`src/rtl/icache_ctrl.sv`:
```
// Direct-mapped read-only instruction cache controller.
// Hits are served combinationally; misses fetch a 128-bit block from instruction memory.
module icache_ctrl #(
    parameter int INDEX_BITS = 3,
    parameter int TAG_BITS   = 3
) (
    input  logic                           CLK,
    input  logic                           RESET,
    input  logic [31:0]                    ADDRESS,
    output logic [31:0]                    INSTRUCTION,
    output logic                           BUSYWAIT,
    output logic                           MEM_READ,
    output logic [TAG_BITS+INDEX_BITS-1:0] MEM_ADDRESS,
    input  logic [127:0]                   MEM_READDATA,
    input  logic                           MEM_BUSYWAIT
);

    // state  | meaning
    // IDLE   | serve hits, detect misses and latch the block address
    // MEM_RD | block read outstanding at instruction memory
    // UPDATE | write the returned block into the latched line
    localparam logic [1:0] IDLE   = 2'd0;
    localparam logic [1:0] MEM_RD = 2'd1;
    localparam logic [1:0] UPDATE = 2'd2;

    localparam int LINES = 1 << INDEX_BITS;
    localparam int BA    = TAG_BITS + INDEX_BITS;

    logic [1:0]          state_q, state_d;
    logic [BA-1:0]       blk_q, blk_d;
    logic [LINES-1:0]    valid_q, valid_d;
    logic [TAG_BITS-1:0] tag_mem_q [LINES];
    logic [127:0]        data_q [LINES];

    logic [INDEX_BITS-1:0] addr_index;
    logic [TAG_BITS-1:0]   addr_tag;
    logic [1:0]            addr_offset;
    logic [INDEX_BITS-1:0] fill_index;
    logic [TAG_BITS-1:0]   fill_tag;
    logic                  no_req;
    logic                  hit;
    logic                  fill_en;
    logic [127:0]          line;
    logic [31:0]           word;

    assign addr_offset = ADDRESS[3:2];
    assign addr_index  = ADDRESS[3+INDEX_BITS:4];
    assign addr_tag    = ADDRESS[9:4+INDEX_BITS];
    assign fill_index  = blk_q[INDEX_BITS-1:0];
    assign fill_tag    = blk_q[BA-1:INDEX_BITS];

    // The PC reset value is not a real fetch and must never trigger a fill.
    assign no_req = (ADDRESS == 32'hFFFF_FFFC);
    assign hit    = valid_q[addr_index] && (tag_mem_q[addr_index] == addr_tag);
    assign line   = data_q[addr_index];

    always_comb begin
        word = line[31:0];
        case (addr_offset)
            2'd0: word = line[31:0];
            2'd1: word = line[63:32];
            2'd2: word = line[95:64];
            2'd3: word = line[127:96];
            default: word = line[31:0];
        endcase
    end

    always_comb begin
        state_d = state_q;
        blk_d   = blk_q;
        valid_d = valid_q;
        fill_en = 1'b0;
        case (state_q)
            IDLE: begin
                if (!no_req && !hit) begin
                    blk_d   = {addr_tag, addr_index};
                    state_d = MEM_RD;
                end
            end
            MEM_RD: begin
                if (!MEM_BUSYWAIT) begin
                    state_d = UPDATE;
                end
            end
            UPDATE: begin
                valid_d[fill_index] = 1'b1;
                fill_en             = 1'b1;
                state_d             = IDLE;
            end
            default: state_d = IDLE;
        endcase
    end

    always_ff @(posedge CLK or negedge RESET) begin
        if (!RESET) begin
            state_q <= IDLE;
            blk_q   <= '0;
            valid_q <= '0;
        end else begin
            state_q <= state_d;
            blk_q   <= blk_d;
            valid_q <= valid_d;
        end
    end

    // Line payload needs no reset: it is only observable once its valid bit is set.
    always_ff @(posedge CLK) begin
        if (fill_en) begin
            data_q[fill_index]    <= MEM_READDATA;
            tag_mem_q[fill_index] <= fill_tag;
        end
    end

    assign MEM_READ    = (state_q == MEM_RD);
    assign MEM_ADDRESS = blk_q;
    // Gated by RESET so the stall releases the instant reset asserts, not at the next edge.
    assign BUSYWAIT    = RESET && ((state_q != IDLE) || (!no_req && !hit));
    assign INSTRUCTION = (state_q == IDLE && hit && !no_req) ? word : 32'h0;

endmodule
```
`config.mk`:
```
export PLATFORM = sky130hd
export DESIGN_NAME = icache_ctrl
export DESIGN_NICKNAME = d
export VERILOG_FILES = /design/src/rtl/icache_ctrl.sv
export SDC_FILE = /design/constraint.sdc
export NUM_CORES = 1
export LEC_CHECK = 0
export ABC_CLOCK_PERIOD_IN_PS = 17200
export CAP_MARGIN = 20
export CORE_ASPECT_RATIO = 1.25
export CORE_MARGIN = 4
export CORE_UTILIZATION = 40
export DETAILED_ROUTE_END_ITERATION = 8
export DONT_BUFFER_PORTS = 1
export PLACE_DENSITY = 0.65
export SLEW_MARGIN = 20
export SYNTH_ARGS = -nofsm -noshare
export SYNTH_HDL_FRONTEND = slang
export SYNTH_SLANG_ARGS = --single-unit
```
`constraint.sdc`:
```
create_clock -name CLK -period 17.2 [get_ports CLK]
set_clock_uncertainty 0.1 [all_clocks]
set_input_delay 3.44 -clock CLK [delete_from_list [all_inputs] [get_ports CLK]]
set_output_delay 3.44 -clock CLK [all_outputs]
set_load 0.1 [all_outputs]
```
# Yosys cells after proc, flatten, opt, wreduce, memory -nomap -nowiden

Memory sizes are Yosys's and may differ from the RTL's.
Cells that the tools add are included.

Bits in writable memories: 1048
Output and inout bits: 40
Memories kept: 2
Register bits after elaboration: 16

Memories:

| name      | depth | width | read ports | clocked after Yosys merged registers in | wr ports | line | text |
|---|---|---|---|---|---|---|---|
| data_q    | 8     | 128   | 1          | 0                                       | 1        | 33   | `logic [127:0] data_q [LINES];` |
| tag_mem_q | 8     | 3     | 1          | 0                                       | 1        | 32   | `logic [TAG_BITS-1:0] tag_mem_q [LINES];` |

Reductions and logical operators: 14
Order comparisons: 3
Equality and inequality tests: 9
Bitwise operators: 1
Mux-type cells: 12

Operator list:

| operator                                                           | number |
|---|---|
| case mux 32 bit (4 select lines)                                   | 1 |
| == test 32 bit (second input constant)                             | 1 |
| 2-to-1 mux 32 bit                                                  | 1 |
| < comparator 3 x 4 -> 1 bit (second input constant)                | 2 |
| OR 8 bit                                                           | 1 |
| == test 2 bit (second input constant)                              | 3 |
| logical AND 1 bit                                                  | 6 |
| 2-to-1 mux 1 bit                                                   | 5 |
| == test 2 x 1 -> 1 bit (second input constant)                     | 2 |
| zero test 2 bit                                                    | 2 |
| 2-to-1 mux 2 bit                                                   | 2 |
| inequality test 2 bit (second input constant)                      | 2 |
| case mux 2 bit (2 select lines)                                    | 1 |
| AND reduction 2 bit                                                | 2 |
| binary-select mux 1 bit (select 3 bit)                             | 1 |
| demux 1 bit (select 3 bit)                                         | 1 |
| == test 3 bit                                                      | 1 |
| greater-or-equal comparator 3 x 1 -> 1 bit (second input constant) | 1 |
| zero test 1 bit                                                    | 2 |
| nonzero test 2 bit                                                 | 1 |
| logical OR 1 bit                                                   | 1 |

# Depth between registers and ports, before layout

Depth after elaboration: 7
Gate-level depth with buffers: 9
Mapped depth without buffers: 6

# Worst setup path after synthesis

OpenSTA, ideal clock, no wires.

Path type: register to register
From: reg blk_q[2], in the netlist MEM_ADDRESS[2]
To: reg valid_q[0]
Setup time: 122 ps
Setup slack: 5882 ps
Data arrival time: 11096 ps
Cell stages (with the launch flop): 4
Path through: dfrtp_1 or3b_2 nor3_1 or2_2

Longest elaborated chain between the ends: 5

RTL lines:

| element                                                                                                                | line | text |
|---|---|---|
| start, declared                                                                                                        | 30   | `logic [BA-1:0] blk_q, blk_d;` |
| start signal, assigned                                                                                                 | 101  | `blk_q <= blk_d;` |
| < comparator 3 x 4 -> 1 bit (not written as such) / greater-or-equal comparator 3 x 1 -> 1 bit (equally long branches) | 86   | `valid_d[fill_index] = 1'b1;` |
| logical AND 1 bit (not written as such)                                                                                | 86   |  |
| 2-to-1 mux 1 bit (not written as such)                                                                                 | 86   |  |
| demux 1 bit (select 3 bit) (*)                                                                                         | 86   |  |
| OR 8 bit (no line) (*)                                                                                                 | -    |  |
| end signal, assigned                                                                                                   | 102  | `valid_q <= valid_d;` |
| end, declared                                                                                                          | 31   | `logic [LINES-1:0] valid_q, valid_d;` |

Every way passes the cells marked *; elsewhere a longest branch is shown, timed or not.
A chain may end at the register's enable or synchronous reset.

# Worst setup path in the final report

From: in ADDRESS[2]
To: out INSTRUCTION[2]

Longest elaborated chain between the ends: 4

RTL lines:

| element               | line | text |
|---|---|---|
| start, declared       | 9    | `input logic [31:0] ADDRESS,` |
| == test 32 bit        | 53   | `assign no_req = (ADDRESS == 32'hFFFF_FFFC);` |
| zero test 1 bit       | 118  | `assign INSTRUCTION = (state_q == IDLE && hit && !no_req) ? word : 32'h0;` |
| logical AND 1 bit     | 118  |  |
| 2-to-1 mux 32 bit (*) | 118  |  |
| end, declared         | 10   | `output logic [31:0] INSTRUCTION,` |

Marked as above.

==> results.md <==
* Post-Synthesis Net Count at roughly 1900
* Post-cts sizing count at 0
* Complex-gate fraction of the synthesized area at 0.01494
* Clock slew at reported path FFs at 0.06 ns
* TritonCTS clock tree: built
* Post-Route Hold Slack at 0.3643 ns
* Static Leakage at ~14 nW
* Async S/R FF share, synth at 0.01504
* Final RePlAce weighted congestion at 0.7022
* Bufs on Longest Clock Path at 3
* Later-pin clock latency in the skew report at roughly 0.67 ns
* Number of flops mapped to enable cells by yosys at 1048
* Non-filler cells in the finished layout at 3179
* Critical Path RT at around 14 ns
* Post-route design area at 0.04543 mm^2
* Dominant combinational cell family by area after synthesis: multiplexers
* Vert. Die Dim at 365.0 um
* Synthesis-stage register bit count at 1064
* Cell accounting for the most synthesized area: edfxtp_1
* Post-Route Setup TNS at 0 ns
* Total global-route track usage at 0.1693
* Clock Root Buffer: clkbuf_16
* Hold Vio Cnt, Final at 0
* PwrDens at 123.0 mW/mm^2
* Net count of the finished layout at 1947
* Cells after Synth at about 1700
* Number of design rule violations left after detail routing at 0
* Max IR drop VDD at 0.09129 mV
* Post-synthesis area per instance at approximately 23 um^2
* Instance area after placement at 0.04235 mm^2
* Most used flip-flop cell after synthesis: edfxtp_1
* Critical path data arrival time at 6.63 ns
* Most frequently used cell type in the post-synthesis netlist: edfxtp_1
* Number of core rows at 130
* Number of placed cells counting well taps at 3005
* Fraction of the mapped netlist area in simple logic gates at 0.009968
* Met2 track demand over resource at 0.2803
* Floorplan Core Area at ~0.10 mm^2
* Cell type group with the largest total delay on the critical path: simple AND/OR/NAND/NOR gates
* Hpwl dp at 47.84 mm
* Met3 usage at 0.05832
* Sinks on the clock net at around 1100
* Filler cell count at between 8000 and 9000
* Ports placed on the boundary at 203
* Detail Route Antenna Nets at 0
* Worst slack after detailed placement at 6.952 ns
* Flop-to-flop setup slack at 12.68 ns
* Nature of the critical path startpoint: input port
* Vias in the first global route at approximately 19000
* Critical path capture point type: output pin
* Most crowded layer after global routing: met2
* Most frequent cells after synthesis: edfxtp_1, mux4_2, mux2i_1, o22ai_1, nor2_1
* Number of antenna violations at the first check in global routing at 1
* Routed len/inst at approximately 29 um
* Critical-path maximum fanout at 36
* M1 GR Usage at 0.2171
* Width of the die at 293.6 um
* Post-synthesis to final-layout area growth at 11.37%
* Total power at 5.590 mW
* Synth area leaders: edfxtp_1, mux4_2, mux2i_1
* Critical Path Slowest Stage Cell: nor2_2
* Hold-fix buffer count after cts at 0
* Path type of the worst min-delay path: reg2reg
* Share of the core filled with cells at 0.4505
* Total Wirelength at 90.72 mm
* Yosys warning total at 0
* Portion of netlist area occupied by mux cells at 0.1810
* Synth Area in XOR/XNOR at 0.0004294
* Area fraction of the dominant cell type after synthesis at 0.7715
* Post-synthesis cell area at around 0.041 mm^2
* Buffers plus inverters on the worst setup path at 1
* Adder-Cell Fraction of Synth Area at 0
* Inserted Clock Buffers at 97
* Postcts setup bufs at 0
* Effective utilization at floorplan at 0.4045
* Final cycle utilization of the critical path at 0.5914
* Maximum single-stage delay on the critical path at ~1.2 ns
* Outcome: finished, final reports clean
* Max Slew Vio Count at 0
* Unrepaired setup endpoints after global routing: false
* Worst-case setup margin in the final layout at 7.028 ns
* Remaining max-slew budget at the tightest pin at 0.04273
* First-pass GRT wire length at 131.7 mm
* Maximum level of the CTS H-tree at 3
* F_max at 98.31 MHz
* GR Overflow Total at 0
* Via total after detailed routing at between 15000 and 20000
* Min Clock Period, post-route at 10.17 ns
* Transition at the pin with the smallest max-transition slack at 1.436 ns
* Cell-by-cell trace of the critical path: nand2_2, buf_4, nor3_1, nand3_1, nor3b_1, nand3_4, nor2_2
* Fraction of layout instances using a drive strength above 1 at 0.2836
* Number of vias per cell at 5.622
* Register area share after synthesis at 0.7813
* Max-cap viol count at 0
* Pin count of the biggest net entering global routing at 268
* Synth cell types at 34
* CP Class: in2out
* Starting DRT DRC Count at 1560
* IO Port Bufs at 0
* Total die area at between 0.1 and 0.15 mm^2
* Number of failing setup endpoints in the final timing report at 0
* Drt first pass iters at 5
-- logic make-up (layout without fill, tap and decap cells) --
logic type             after synthesis  after routing
multiplexers                       403            403
flip-flops                        1064           1064
AND/OR/NAND/NOR                     81             81
XOR/XNOR                             2              2
other                                0              1
AO/OA/AOI/OAI                      102            102
buffers and inverters               97            206
-- metal layers --
layer	share of wire	vias to the layer above
li1	-	7528
met2	0.50	504
met5	0.000099	-
met4	0.016	2
met3	0.089	101
met1	0.40	9738
-- report_power, final --
part           internal (mW)  switching [mW]  total [mW]  leakage [nW]
Clock                   1.18           0.914        2.10          1.49
Combinational          0.156           0.225       0.381          2.92
Sequential              3.01           0.101        3.11          9.62
-- state kept, by name, summed over array words and instances (netlist names) --
name	count
MEM_ADDRESS	6
data_q	1024
state_q	2
tag_mem_q	24
valid_q	8
-- path summary, 6_finish.rpt --
path                                       startpoint                          to  cells after the start
setup / recovery                           ADDRESS[2]              INSTRUCTION[2]                      7
hold / removal                 valid_q[1]$_DFFE_PN0P_      valid_q[1]$_DFFE_PN0P_                      1
setup reg to reg           MEM_ADDRESS[2]$_DFFE_PN0P_     data_q[6][27]$_DFFE_PP_                      5
hold reg to reg                valid_q[1]$_DFFE_PN0P_      valid_q[1]$_DFFE_PN0P_                      1
max in group asynchronous                       RESET  MEM_ADDRESS[5]$_DFFE_PN0P_                      0
min in group asynchronous                       RESET      valid_q[6]$_DFFE_PN0P_                      0
-- worst reg2reg max path: stages, from the launching register on --
cell      delay [ns]
dfrtp_1         0.98
nand3b_1        0.49
nor2_4          0.25
buf_4           0.82
buf_4           0.79
buf_4           0.69
-- area by class of cell --
type,instances,area [um^2],area share
sequential,1064,31870,0.7016
multi-input combinational,588,8568,0.1886
clock buffer,128,2595,0.05712
tap,1320,1652,0.03635
clock inverter,45,480.5,0.01058
timing repair buffer,33,260.3,0.005729
antenna,1,2.502,0.00005508
-- cells in the final DEF (no fill, tap or decap), types with 2 or more instances in the layout --
cell type	count
xnor2_1	2
mux4_2	262
buf_4	32
clkinv_8	3
nand4_1	6
clkinvlp_4	5
or2_2	9
clkbuf_8	3
nor3_1	2
o22ai_1	65
a21oi_1	32
clkinv_1	11
bufinv_16	8
mux2_4	6
nor4_1	2
nor2_2	33
nor3_2	2
mux2i_1	101
nor2b_1	2
clkbuf_16	98
edfxtp_1	1048
clkbuf_1	27
nand2_1	5
mux2_2	34
nor2_4	6
dfrtp_1	15
clkinv_2	15
nand2b_1	4
(Power assumes the default switching activity.)
